<file path="src/rtl/pipe_stage_reg.sv">
// pipe_stage_reg
// ---------------------------------------------------------------------------
// Elastic pipeline stage register that sits between two pipeline stages. It
// carries a control bundle and a data payload. The control bundle reads as
// zero whenever no beat is presented, so a bubble is always a zero control
// word. With SKID_EN=1 the stage holds two entries (main + skid), which keeps
// in_ready a function of registered state only. With SKID_EN=0 it holds a
// single entry, and in_ready passes out_ready through combinationally.
//
// Handshake: a beat moves across a port on a rising edge where valid and
// ready are both 1. A producer holding valid=1 keeps its beat stable until
// that edge. ready may depend on the other side's valid/ready only as
// described for in_ready below.
//
// Ports:
//   clk, rst      clock; synchronous active-high reset
//   flush         drop every held entry (redirect); data registers keep value
//   in_valid      upstream beat present
//   in_ready      stage can take a beat this cycle
//   in_ctrl       upstream control bundle      [CTRL_W]
//   in_data       upstream payload             [DATA_W]
//   out_valid     beat presented downstream
//   out_ready     downstream accepts
//   out_ctrl      presented control, zero when out_valid=0
//   out_data      presented payload, holds last main value when idle
//   cnt_clr       clear the stall counter
//   stall_cnt     saturating count of cycles with out_valid=1, out_ready=0
// ---------------------------------------------------------------------------
module pipe_stage_reg #(
    parameter int CTRL_W  = 28,
    parameter int DATA_W  = 32,
    parameter int SKID_EN = 1,
    parameter int CNT_W   = 16
) (
    input  logic              clk,
    input  logic              rst,
    input  logic              flush,
    input  logic              in_valid,
    output logic              in_ready,
    input  logic [CTRL_W-1:0] in_ctrl,
    input  logic [DATA_W-1:0] in_data,
    output logic              out_valid,
    input  logic              out_ready,
    output logic [CTRL_W-1:0] out_ctrl,
    output logic [DATA_W-1:0] out_data,
    input  logic              cnt_clr,
    output logic [CNT_W-1:0]  stall_cnt
);

    typedef enum logic [1:0] {
        ST_EMPTY = 2'd0,
        ST_FULL  = 2'd1,
        ST_SKID  = 2'd2
    } state_t;

    localparam logic [CNT_W-1:0] CNT_MAX = '1;
    localparam logic [CNT_W-1:0] CNT_ONE = CNT_W'(1);

    // state_q is the observable FSM state for checkers bound to this block
    state_t            state_q;
    state_t            state_d;
    logic [CTRL_W-1:0] main_ctrl_q;
    logic [DATA_W-1:0] main_data_q;
    logic [CTRL_W-1:0] skid_ctrl_q;
    logic [DATA_W-1:0] skid_data_q;

    logic acc;
    logic rel;
    logic ld_main_in;
    logic ld_main_skid;
    logic ld_skid;

    assign out_valid = (state_q != ST_EMPTY);
    assign out_ctrl  = out_valid ? main_ctrl_q : '0;
    assign out_data  = main_data_q;

    // With a skid entry the stage can always absorb one more beat unless both
    // entries are occupied, so in_ready needs no look at out_ready.
    always_comb begin
        in_ready = 1'b0;
        if (SKID_EN != 0) begin
            in_ready = (state_q != ST_SKID) & ~rst;
        end else begin
            in_ready = (~out_valid | out_ready) & ~rst;
        end
    end

    assign acc = in_valid & in_ready;
    assign rel = out_valid & out_ready;

    always_comb begin
        state_d      = state_q;
        ld_main_in   = 1'b0;
        ld_main_skid = 1'b0;
        ld_skid      = 1'b0;
        case (state_q)
            ST_EMPTY: begin
                if (acc) begin
                    state_d    = ST_FULL;
                    ld_main_in = 1'b1;
                end
            end
            ST_FULL: begin
                if (acc && rel) begin
                    ld_main_in = 1'b1;
                end else if (acc) begin
                    // Only reachable with a skid entry; in single-entry mode
                    // in_ready is low whenever a held beat is not leaving.
                    if (SKID_EN != 0) begin
                        state_d = ST_SKID;
                        ld_skid = 1'b1;
                    end
                end else if (rel) begin
                    state_d = ST_EMPTY;
                end
            end
            ST_SKID: begin
                if (rel) begin
                    state_d      = ST_FULL;
                    ld_main_skid = 1'b1;
                end
            end
            default: state_d = ST_EMPTY;
        endcase
    end

    always_ff @(posedge clk) begin
        if (rst) begin
            state_q     <= ST_EMPTY;
            main_ctrl_q <= '0;
            main_data_q <= '0;
            skid_ctrl_q <= '0;
            skid_data_q <= '0;
        end else if (flush) begin
            // Data is left alone so out_data keeps showing the old payload.
            state_q     <= ST_EMPTY;
            main_ctrl_q <= '0;
            skid_ctrl_q <= '0;
        end else begin
            state_q <= state_d;
            if (ld_main_in) begin
                main_ctrl_q <= in_ctrl;
                main_data_q <= in_data;
            end else if (ld_main_skid) begin
                main_ctrl_q <= skid_ctrl_q;
                main_data_q <= skid_data_q;
            end
            if (ld_skid) begin
                skid_ctrl_q <= in_ctrl;
                skid_data_q <= in_data;
            end
        end
    end

    // Counts presented-but-blocked cycles; flush does not disturb it.
    always_ff @(posedge clk) begin
        if (rst || cnt_clr) begin
            stall_cnt <= '0;
        end else if (out_valid && !out_ready && (stall_cnt != CNT_MAX)) begin
            stall_cnt <= stall_cnt + CNT_ONE;
        end
    end

endmodule

</file>
<file path="config.mk">
export PLATFORM = sky130hd
export DESIGN_NAME = pipe_stage_reg
export DESIGN_NICKNAME = d
export VERILOG_FILES = /design/src/rtl/pipe_stage_reg.sv
export SDC_FILE = /design/constraint.sdc
export NUM_CORES = 1
export LEC_CHECK = 0
export BUFFER_PORTS_ARGS = -buffer_cell sky130_fd_sc_hd__buf_4
export CORE_UTILIZATION = 45
export CTS_CLUSTER_DIAMETER = 40
export DETAILED_ROUTE_END_ITERATION = 10
export PLACE_DENSITY = 0.84
export SYNTH_ARGS = -nofsm -noshare
export SYNTH_HDL_FRONTEND = slang
export SYNTH_SLANG_ARGS = --single-unit
export TNS_END_PERCENT = 100
</file>
<file path="constraint.sdc">
create_clock -name clk -period 1.5 [get_ports clk]
set_input_delay 0.225 -clock clk [delete_from_list [all_inputs] [get_ports clk]]
set_output_delay 0.225 -clock clk [all_outputs]
set_load 0.05 [all_outputs]
</file>
==> impl_results.md, run 1 <==
- Skew-Pair Late Insertion Delay: 430 ps
- Yosys cell types: 46
- Cell Area, Synth: 6000 sq um
- Fin nets: 987
- Worst path arrival time: 2130 ps
- Hold WC Path Type: in -> reg
- Post-route setup slack: -294 ps
- Largest net degree at the start of global routing: 59
- Worst Skew: 7.20 ps
- Count of endpoints failing hold in the final timing report: 0
- Status: complete, but fails checks
- Cell with the most instances after synthesis: nand2_1
- Vias in the first global route: 6036
- Cell Pwr Density: 916 nW/um^2
- Period utilization: 1.20
- Top achievable clock speed: 557 MHz
- Slew margin rel.: 0.609
- #FFs+latches synth: 138
- Die height: 118 um
- Post-DP HPWL: 10400 um
- Initial core utilization: 0.468
- Post-synthesis compound-gate area fraction: 0.198
- Worst setup SP type: flop
- Fin Hold WS: 46.5 ps
- Wirelength per Cell: 23.1 um
- Slowest cell on the critical path: or3b_4
- Fraction of the mapped netlist area in simple logic gates: 0.227
- Final WL: 25500 um
- CP Class: reg -> reg
- Layout cell share with drive strength beyond 1: 0.587
- Async SR Flop Fraction: 0
- LEAKAGE: 0.00409 uW
- Clock sinks: 138
- Hold-fix buffers, CTS: 0
- Detailed-routed wire length on met2: 12700 um
- DRC Markers: 0
- Area contributors post-synth: dfxtp_1 46%, nand2_1 10%, a21oi_1 8.5%, mux2i_1 6.3%, a311oi_1 4.1%
- Crit path required time: 1830 ps
- Synth area leader: dfxtp_1
- Initial antenna violation count: 0
- DR WL met3: 2140 um
- Peak supply drop: 0.000720 V
- CP max stage delay: 420 ps
- Total power: 9620 uW
- Element type at the critical path end: flop
- Inserted Diodes: 0
- Port buffer count: 143
- First-pass GRT wire length: 29800 um
- M1 WL: 9140 um
- Final Wtd Congestion: 0.789
- Reg clk slew, reported paths: 60 ps
- Synth cell count leaders: 162 x nand2_1, 138 x dfxtp_1, 102 x a21oi_1
- Die area: 13800 sq um
- Syn_nets: 787
- Mux cell area share after synthesis: 0.0634
- Placement Rows: 41
- Pins over their slew limit: 0
- Area grow syn2layout: 75.0%
- Final setup vio count: 164
- Syn avg cell area: 8.34 sq um
- Measured slew at the worst slew-check pin: 586 ps
- Share of the yosys chip area belonging to registers: 0.460
- I/O pins: 144
- DR top layer: met4
- First-pass detailed-route iteration total: 6
- Via density: 6.21
- Number of synthesized flops with an enable pin: 0
- Shortest period the worst path allows: 1790 ps
- Largest family of logic cells by synthesized area: simple AND/OR/NAND/NOR gates
- Post-synth top area share: 0.460
- XOR/XNOR Fraction of Synth Area: 0
- Die W: 118 um
- Failing checks: setup timing
- Setup_tns: -33320 ps
- Placed cells: 1028
- DR vias: 6860
- CORE AREA: 12800 sq um
- RSZ-0062 raised after global routing: yes
- CTS tree: yes
- Mapped Cells: 720
- Synth warnings: 0
- Root Driver: clkbuf_16
- CP cell instances: buf_6 -> or3b_4 -> o21ai_4 -> buf_6 -> buf_12 -> a21oi_1 -> a211oi_1
- Fillers: 634
- Max FO, Critical Path: 6
- Top cell family by delay on the critical path: compound AO/OA/AOI/OAI gates
- Bufs and invs on worst path: 3
- CTS buffer count: 17
- Antenna-violating nets left: 0
- CTS max path bufs: 2
- Tot GR Track Use: 0.270
- Post-synthesis adder-cell area fraction: 0.00208
- H-tree levels: 4
- GR Overflow Total: 0
- Initial DRC count: 621
- Max-Cap Viols: 0
- Top FF cell, synth: dfxtp_1
- Most used cell, CP: buf_6
- Finished Layout Cells: 1104
==> state kept, by name (all words and copies together), names as in the netlist <==
name and cells:
skid_data_q 32, skid_ctrl_q 28, out_data 32, main_ctrl_q 28, state_q 2, stall_cnt 16
==> cells by family (layout without fill, tap and decap cells) <==
family                     after synthesis  after routing
muxes                                   38             38
AOI/OAI and AO/OA                      184            184
and+or+nand+nor                        295            295
DFF                                    138            138
adders and majority gates                1              1
buffers and inverters                   64            276
==> timing repair <==
item | CTS | global route
setup endpoints to repair | 75 | 165
setup buffers | 16 | 12
pin swaps | 15 | 109
gates resized for setup | 105 | 268
cloned | 9 | 12
==> routing by layer <==
metal | global-route usage | up-vias
met5 | 0 | -
met4 | 0.123 | 0
met3 | 0.0698 | 132
met2 | 0.455 | 472
met1 | 0.322 | 3303
li1 | - | 2953
==> through the flow <==
| stage | area (sq um) | utilization | setup WS [ps] |
|---|---|---|---|
| 2_1_floorplan | 6180 | - | -176 |
| 3_3_place_gp | 7770 | 0.606 | -41.9 |
| 3_5_place_dp | 7770 | 0.606 | -112 |
| 4_1_cts | 9150 | 0.714 | -247 |
| 5_1_grt | 10500 | 0.819 | -341 |
| 6_report | 10500 | 0.819 | -294 |
==> report_power, final <==
group	switching [uW]	internal, uW	leakage, uW
Clock	1650	2740	0.000301
Sequential	64.4	3720	0.00113
Combinational	846	597	0.00266
Total	2560	7060	0.00409
==> worst reg2reg max path, stage by stage (launching register included) <==
cell,delay (ps)
dfxtp_2,330
buf_6,120
or3b_4,420
o21ai_4,230
buf_6,160
buf_12,120
a21oi_1,80
a211oi_1,230
==> cell type report <==
type	count	area (sq um)	share of cell area
repair buffers	240	2550	0.243
multi-input cells	518	4290	0.408
clock inverters	11	144	0.0137
clock buffers	20	468	0.0445
well taps	172	215	0.0205
flip-flops and latches	138	2820	0.268
inverters	5	23.8	0.00226
==> worst paths after layout <==
check                                        to            start  slack [ps]  cells after the start
worst min register to register  skid_data_q[15]  skid_data_q[15]         450                      2
worst min-delay path            skid_data_q[15]      in_data[15]          50                      3
worst max-delay path               out_data[19]       state_q[1]        -290                      7
worst max register to register     out_data[19]       state_q[1]        -290                      7
==> placed cells by master, fill, tap and decap left out, types with 3 or more instances in the layout <==
cell type,instances
nand2_1,109
clkinv_2,4
or4_4,4
nor2b_1,3
dfxtp_2,5
nand2_2,17
buf_6,45
a21oi_2,67
a21oi_1,30
mux2i_1,38
o21ai_0,3
or3_1,6
nor2_2,21
clkinv_4,3
nor2_1,6
or2_2,3
dfxtp_4,13
nor2b_2,7
buf_16,7
buf_12,19
nor2_4,11
inv_1,3
clkbuf_16,26
nand4_1,3
a311oi_2,27
nor2b_4,21
buf_8,5
dfxtp_1,120
buf_4,155
nand3_1,30
a211oi_2,17
a21oi_4,5
a211oi_1,16
bufinv_16,3
nand2_4,35
Power figures use the tool's default switching activity.
==> run 2, diff against run 1 <==
--- a/constraint.sdc
+++ b/constraint.sdc
@@ -3,2 +3,2 @@
 set_output_delay 0.225 -clock clk [all_outputs]
-set_load 0.05 [all_outputs]
+set_load 0.1 [all_outputs]
==> run 2 against run 1 <==
The flow still finishes with violations (setup timing). Final area shrank 1.2%. Clock-buffer cell count rose by 2. Worst hold slack better by 9.2 ps. Via count decreased by 4.2%. First-iteration DRC count down 7.9%. Clock power down 5.7%. Register-to-register slack lost 80 ps. Non-clock buffer count down 13. Sequential share of layout area grew 0.44 points. Critical path depth stayed put. Final cell count fell by 1.1%. Worst setup slack got worse by 78 ps. Critical path type unchanged.
==> impl_results.md, run 2 (synthesis results as in run 1) <==
- Status: complete, but fails checks
- Failing checks: setup timing
- CP cell instances: buf_6 -> or3b_4 -> o21ai_4 -> buf_6 -> buf_16 -> a21oi_2 -> a211oi_1
- Final WL: 23700 um
- Clock sinks: 138
- Reg clk slew, reported paths: 60 ps
- Clk network pwr share: 0.439
- Slowest cell on the critical path: or3b_4
- CTS buffer count: 17
- LEAKAGE: 0.00390 uW
- First-pass GRT wire length: 30200 um
- DRC Markers: 0
- Die W: 118 um
- Initial antenna violation count: 0
- Total power: 9440 uW
- Register area: 2830 sq um
- Logic gate share of total power: 0.159
- Hold-fix buffers, CTS: 0
- I/O pins: 144
- Net Sw Frac: 0.284
- Wirelength per Cell: 21.7 um
- Worst Skew: 13.1 ps
- Inserted Diodes: 0
- CP max stage delay: 410 ps
- NetSw: 2680 uW
- Dpl cell area: 7960 sq um
- Measured slew at the worst slew-check pin: 810 ps
- First-pass detailed-route iteration total: 5
- H-tree levels: 4
- Area of the multi-input gates: 4160 sq um
- Finished Layout Cells: 1092
- Area grow syn2layout: 73.0%
- Element type at the critical path end: flop
- GR Overflow Total: 0
- CORE AREA: 12800 sq um
- Die height: 118 um
- Initial core utilization: 0.468
- Finished Core Util: 0.810
- CP Class: reg -> reg
- Sequential power share: 0.402
- Top achievable clock speed: 534 MHz
- Port buffer count: 143
- Fin nets: 974
- Die area: 13800 sq um
- Int Pwr: 6760 uW
- Pins over their slew limit: 0
- Max-Cap Viols: 0
- Crit path required time: 1820 ps
- Count of endpoints failing hold in the final timing report: 0
- Design area: 10400 sq um
- Via density: 6.02
- Skew-Pair Late Insertion Delay: 430 ps
- Most used cell, CP: buf_6
- Final Wtd Congestion: 0.820
- Layout cell share with drive strength beyond 1: 0.537
- Slew margin rel.: 0.460
- RSZ-0062 raised after global routing: yes
- Shortest period the worst path allows: 1870 ps
- Post-route setup slack: -371 ps
- Peak supply drop: 0.000994 V
- Cell Pwr Density: 909 nW/um^2
- Fillers: 687
- Largest net degree at the start of global routing: 65
- Bufs and invs on worst path: 3
- Root Driver: clkbuf_16
- Vias in the first global route: 6078
- Tot GR Track Use: 0.273
- Placement Rows: 41
- Post-DP HPWL: 10400 um
- Worst setup SP type: flop
- Max FO, Critical Path: 7
- Initial DRC count: 572
- Antenna-violating nets left: 0
- Placed cells: 1018
- Top cell family by delay on the critical path: compound AO/OA/AOI/OAI gates
- Final setup vio count: 165
- Period utilization: 1.25
- Worst path arrival time: 2190 ps
- Most common cell after layout, fill and taps aside: buf_4
- DR vias: 6575
- CTS max path bufs: 2
- CTS tree: yes
- Hold WC Path Type: in -> reg
- Commonest cells after routing, fill and taps aside: 142 x buf_4, 120 x dfxtp_1, 112 x nand2_1, 58 x a21oi_2, 50 x buf_12
## run 2: cell count changes in the layout (fill, tap and decap cells not counted), sizes merged
cell      change
clkbuf        -1
bufbuf        -1
clkinvlp      +2
inv           -1
buf           -9
bufinv        -2
## run 2: final cells by class
cell class / instances / area share
multi-input cells: 518 / 0.401
clock buffers: 22 / 0.0477
flip-flops and latches: 138 / 0.273
inverters: 5 / 0.00217
clock inverters: 10 / 0.00856
well taps: 172 / 0.0207
repair buffers: 227 / 0.247
## run 2: per-stage QoR
step           hold WS, ps  TNS (ps)  setup WS [ps]
2_1_floorplan          361     -3010           -302
3_3_place_gp           441     -1560          -59.8
3_5_place_dp           446     -3710           -121
4_1_cts               20.3    -27700           -273
5_1_grt               47.4    -41570           -390
6_report              55.8    -33990           -371
## run 2: power groups by stage
stage | logic [uW] | registers [uW] | clock network [uW]
6_report | 1500 | 3790 | 4140
2_1_floorplan | 538 | 4160 | 0
5_1_grt | 1550 | 3800 | 4340
3_5_place_dp | 1230 | 3850 | 0
3_3_place_gp | 1220 | 3850 | 0
4_1_cts | 1380 | 3770 | 4140
## run 2: timing repair
item                       4_1_cts  5_1_grt
resized for setup              134      210
setup endpoints to repair       96      166
pin swaps                       38      111
hold endpoints to repair         0        0
gates cloned                     8        5
setup buffers                   18       21
## run 2: final timing paths
path / start / to / slack [ps] / cells past startpoint
min: in_data[21] / skid_data_q[21] / 60 / 3
max reg2reg: state_q[1] / out_data[4] / -370 / 7
max: state_q[1] / out_data[4] / -370 / 7
min reg2reg: skid_data_q[12] / skid_data_q[12] / 460 / 2
## run 2: worst register-to-register path, stage by stage, from the launching register on
cell	delay, ps
dfxtp_4	360
buf_6	120
or3b_4	410
o21ai_4	290
buf_6	160
buf_16	130
a21oi_2	70
a211oi_1	250
## run 2: routing by layer
layer	part of all wire	track usage
met5	0	0
met4	0.041	0.0954
met3	0.074	0.0862
met2	0.51	0.477
met1	0.37	0.312
==> run 3, diff against run 2 <==
ABC_AREA = 1   (was default)
CELL_PAD_IN_SITES_DETAIL_PLACEMENT = 2   (was default)
CELL_PAD_IN_SITES_GLOBAL_PLACEMENT = 2   (was default)
CORE_UTILIZATION = 26   (was 45)
PLACE_DENSITY = 0.88   (was 0.84)
==> run 3 against run 2 <==
The run still ends with setup timing left. Power rose by 5.4%. Die area rose by 73%. Clock-buffer cell count fell by 4. Via count rose by 11%. Global-route usage fell by 5.3 points. Final area rose by 5.4%. Sequential share of layout area fell by 1.6 points. Worst setup slack got worse by 150 ps. Flip-flop and latch count did not move. Area after synthesis rose by 0.79%. Synthesized cell count rose by 24%. Maximum frequency fell by 7.2%. Critical path type unchanged. Critical endpoint is now out_data[21].
==> impl_results.md, run 3 <==
- Status: complete, but fails checks
- Failing checks: setup timing
- Skew-Pair Late Insertion Delay: 440 ps
- Wirelength per Cell: 24.3 um
- Share of the yosys chip area belonging to registers: 0.457
- Port buffer count: 143
- Area contributors post-synth: dfxtp_1 46%, nand2_1 15%, nor2_1 11%, o21ai_0 7.9%, a21oi_1 3.8%
- Async SR Flop Fraction: 0
- Inserted Diodes: 0
- First-pass detailed-route iteration total: 4
- Initial DRC count: 282
- Largest family of logic cells by synthesized area: simple AND/OR/NAND/NOR gates
- Top achievable clock speed: 496 MHz
- Layout cell share with drive strength beyond 1: 0.462
- CP cell instances: buf_4 -> buf_6 -> inv_4 -> nand2_4 -> nor2_4 -> nor2_4 -> nor2_4 -> clkinv_4 -> buf_12 -> nor2_1 -> nor2_1
- Tot GR Track Use: 0.219
- Post-synth top area share: 0.457
- Element type at the critical path end: flop
- Mux cell area share after synthesis: 0
- CTS max path bufs: 2
- First-pass GRT wire length: 40700 um
- Worst slack, placed: -183 ps
- Max-Cap Viols: 0
- Die area: 23900 sq um
- Shortest period the worst path allows: 2020 ps
- Cell Pwr Density: 909 nW/um^2
- Number of synthesized flops with an enable pin: 0
- DR vias: 7272
- Syn_nets: 962
- Worst path arrival time: 2350 ps
- Fin nets: 1173
- Area grow syn2layout: 80.8%
- R2r startpoint: state_q[1]
- Fillers: 2368
- LEAKAGE: 0.00417 uW
- Fraction of the mapped netlist area in simple logic gates: 0.308
- RSZ-0062 raised after global routing: yes
- Vias in the first global route: 7534
- Antenna-violating nets left: 0
- Reg clk slew, reported paths: 70 ps
- Post-synthesis compound-gate area fraction: 0.148
- Die W: 155 um
- Yosys cell types: 22
- Hold WC Path Type: in -> reg
- H-tree levels: 4
- Count of endpoints failing hold in the final timing report: 0
- Measured slew at the worst slew-check pin: 447 ps
- Synth cell count leaders: 240 x nand2_1, 176 x nor2_1, 138 x dfxtp_1
- Worst Skew: 19.7 ps
- Initial antenna violation count: 1
- I/O pins: 144
- Clock sinks: 138
- Slew margin rel.: 0.702
- Max FO, Critical Path: 17
- Root Driver: clkbuf_16
- CP max stage delay: 340 ps
- Crit path required time: 1830 ps
- #FFs+latches synth: 138
- CORE AREA: 22700 sq um
- Bufs and invs on worst path: 5
- Post-DP HPWL: 15300 um
- Post-synthesis adder-cell area fraction: 0.00207
- Final WL: 34100 um
- Post-route setup slack: -517 ps
- Synth area leader: dfxtp_1
- Most common cell after layout, fill and taps aside: nand2_1
- Pins over their slew limit: 0
- CP Class: reg -> reg
- XOR/XNOR Fraction of Synth Area: 0.0116
- Largest net degree at the start of global routing: 46
- Hold_sp: in_ctrl[23]
- Worst setup SP type: flop
- Mapped Cells: 895
- Commonest cells after routing, fill and taps aside: 201 x nand2_1, 151 x buf_4, 120 x dfxtp_1, 91 x nor2_1, 58 x nor2_4
- DRC Markers: 0
- Top cell family by delay on the critical path: simple AND/OR/NAND/NOR gates
- Most used cell, CP: nor2_4
- CTS tree: yes
- Total power: 9950 uW
- Synth warnings: 0
- Final Wtd Congestion: 0.764
- Slowest cell on the critical path: dfxtp_2
- Peak supply drop: 0.000759 V
- GR Overflow Total: 0
- Via density: 5.18
- Placement Rows: 55
- Crit. Startpoint: state_q[1]
- Cell Area, Synth: 6050 sq um
- Period utilization: 1.34
- Die height: 155 um
- CTS buffer count: 17
- Initial core utilization: 0.266
- Finished Core Util: 0.482
- Syn avg cell area: 6.76 sq um
- Cell with the most instances after synthesis: nand2_1
- Final setup vio count: 151
- Top FF cell, synth: dfxtp_1
## run 3: changes by cell type after synthesis, sizes merged, moves of 5 or more
cell,delta
mux2i,-38
a21oi,-56
or3,-6
xor2,+6
inv,+47
a211oi,-32
clkbuf,-5
nor2b,-31
a31oi,+27
nand2,+79
nand3,+5
nor2,+144
o21ai,+90
a311oi,-28
## run 3: path summary, 6_finish.rpt
kind / depth (start not counted) / end / slack, ps
setup / recovery: 11 / out_data[21] / -520
hold reg to reg: 2 / skid_data_q[14] / 480
hold / removal: 3 / skid_ctrl_q[23] / 10
setup reg to reg: 11 / out_data[21] / -520
## run 3: cell type report
| type | instances | area (sq um) | area share |
|---|---|---|---|
| clock inverters | 14 | 194 | 0.0177 |
| multi-input cells | 648 | 4010 | 0.366 |
| inverters | 52 | 221 | 0.0202 |
| flip-flops and latches | 138 | 2800 | 0.256 |
| well taps | 285 | 357 | 0.0326 |
| clock buffers | 18 | 439 | 0.0401 |
| repair buffers | 249 | 2920 | 0.267 |
## run 3: per-layer routing
layer / part of all wire / up-vias / track usage / wire length, um
met5: 0.00050 / - / 0 / 17
met4: 0.037 / 2 / 0.0901 / 1250
met3: 0.038 / 90 / 0.0490 / 1300
met2: 0.54 / 219 / 0.396 / 18400
met1: 0.39 / 3668 / 0.248 / 13100
li1: - / 3293 / - / -
## run 3: logic make-up (layout without fill, tap and decap cells)
logic type | Yosys count | count (layout)
flip-flops | 138 | 138
XOR/XNOR | 8 | 8
AO/OA/AOI/OAI | 171 | 171
AND/OR/NAND/NOR | 468 | 468
buffers and inverters | 109 | 333
adder cells (fa/ha/maj) | 1 | 1
## run 3: tightest hold or removal path, delay by kind of cell
| family | cells | cell delay [ps] |
|---|---|---|
| buf+inv | 1 | 90 |
| simple gates | 2 | 110 |
## run 3: repair_timing
item                                    4_1_cts  5_1_grt
gates cloned                                  3       21
endpoints found under the setup margin       75      160
hold buffers                                  0        0
setup buffers                                14       17
pin swaps                                    10       64
gates resized for setup                     133      309
## run 3: stage by stage
step | hold slack (ps) | cell area (sq um) | TNS, ps | instances
CTS | 30.5 | 9470 | -10300 | 1370
finish | 11.1 | 10900 | -46850 | 1404
detailed placement | 457 | 8100 | -4460 | 1321
global route | 18.7 | 10900 | -52840 | 1404
floorplan | 360 | 6390 | -2240 | 895
global placement | 444 | 8100 | -63.4 | 1321
## run 3: power by group
group	total (uW)	internal [uW]	switching, uW
combinational	1460	471	994
clock	4710	2840	1870
sequential	3770	3720	52.0
total	9950	7030	2920
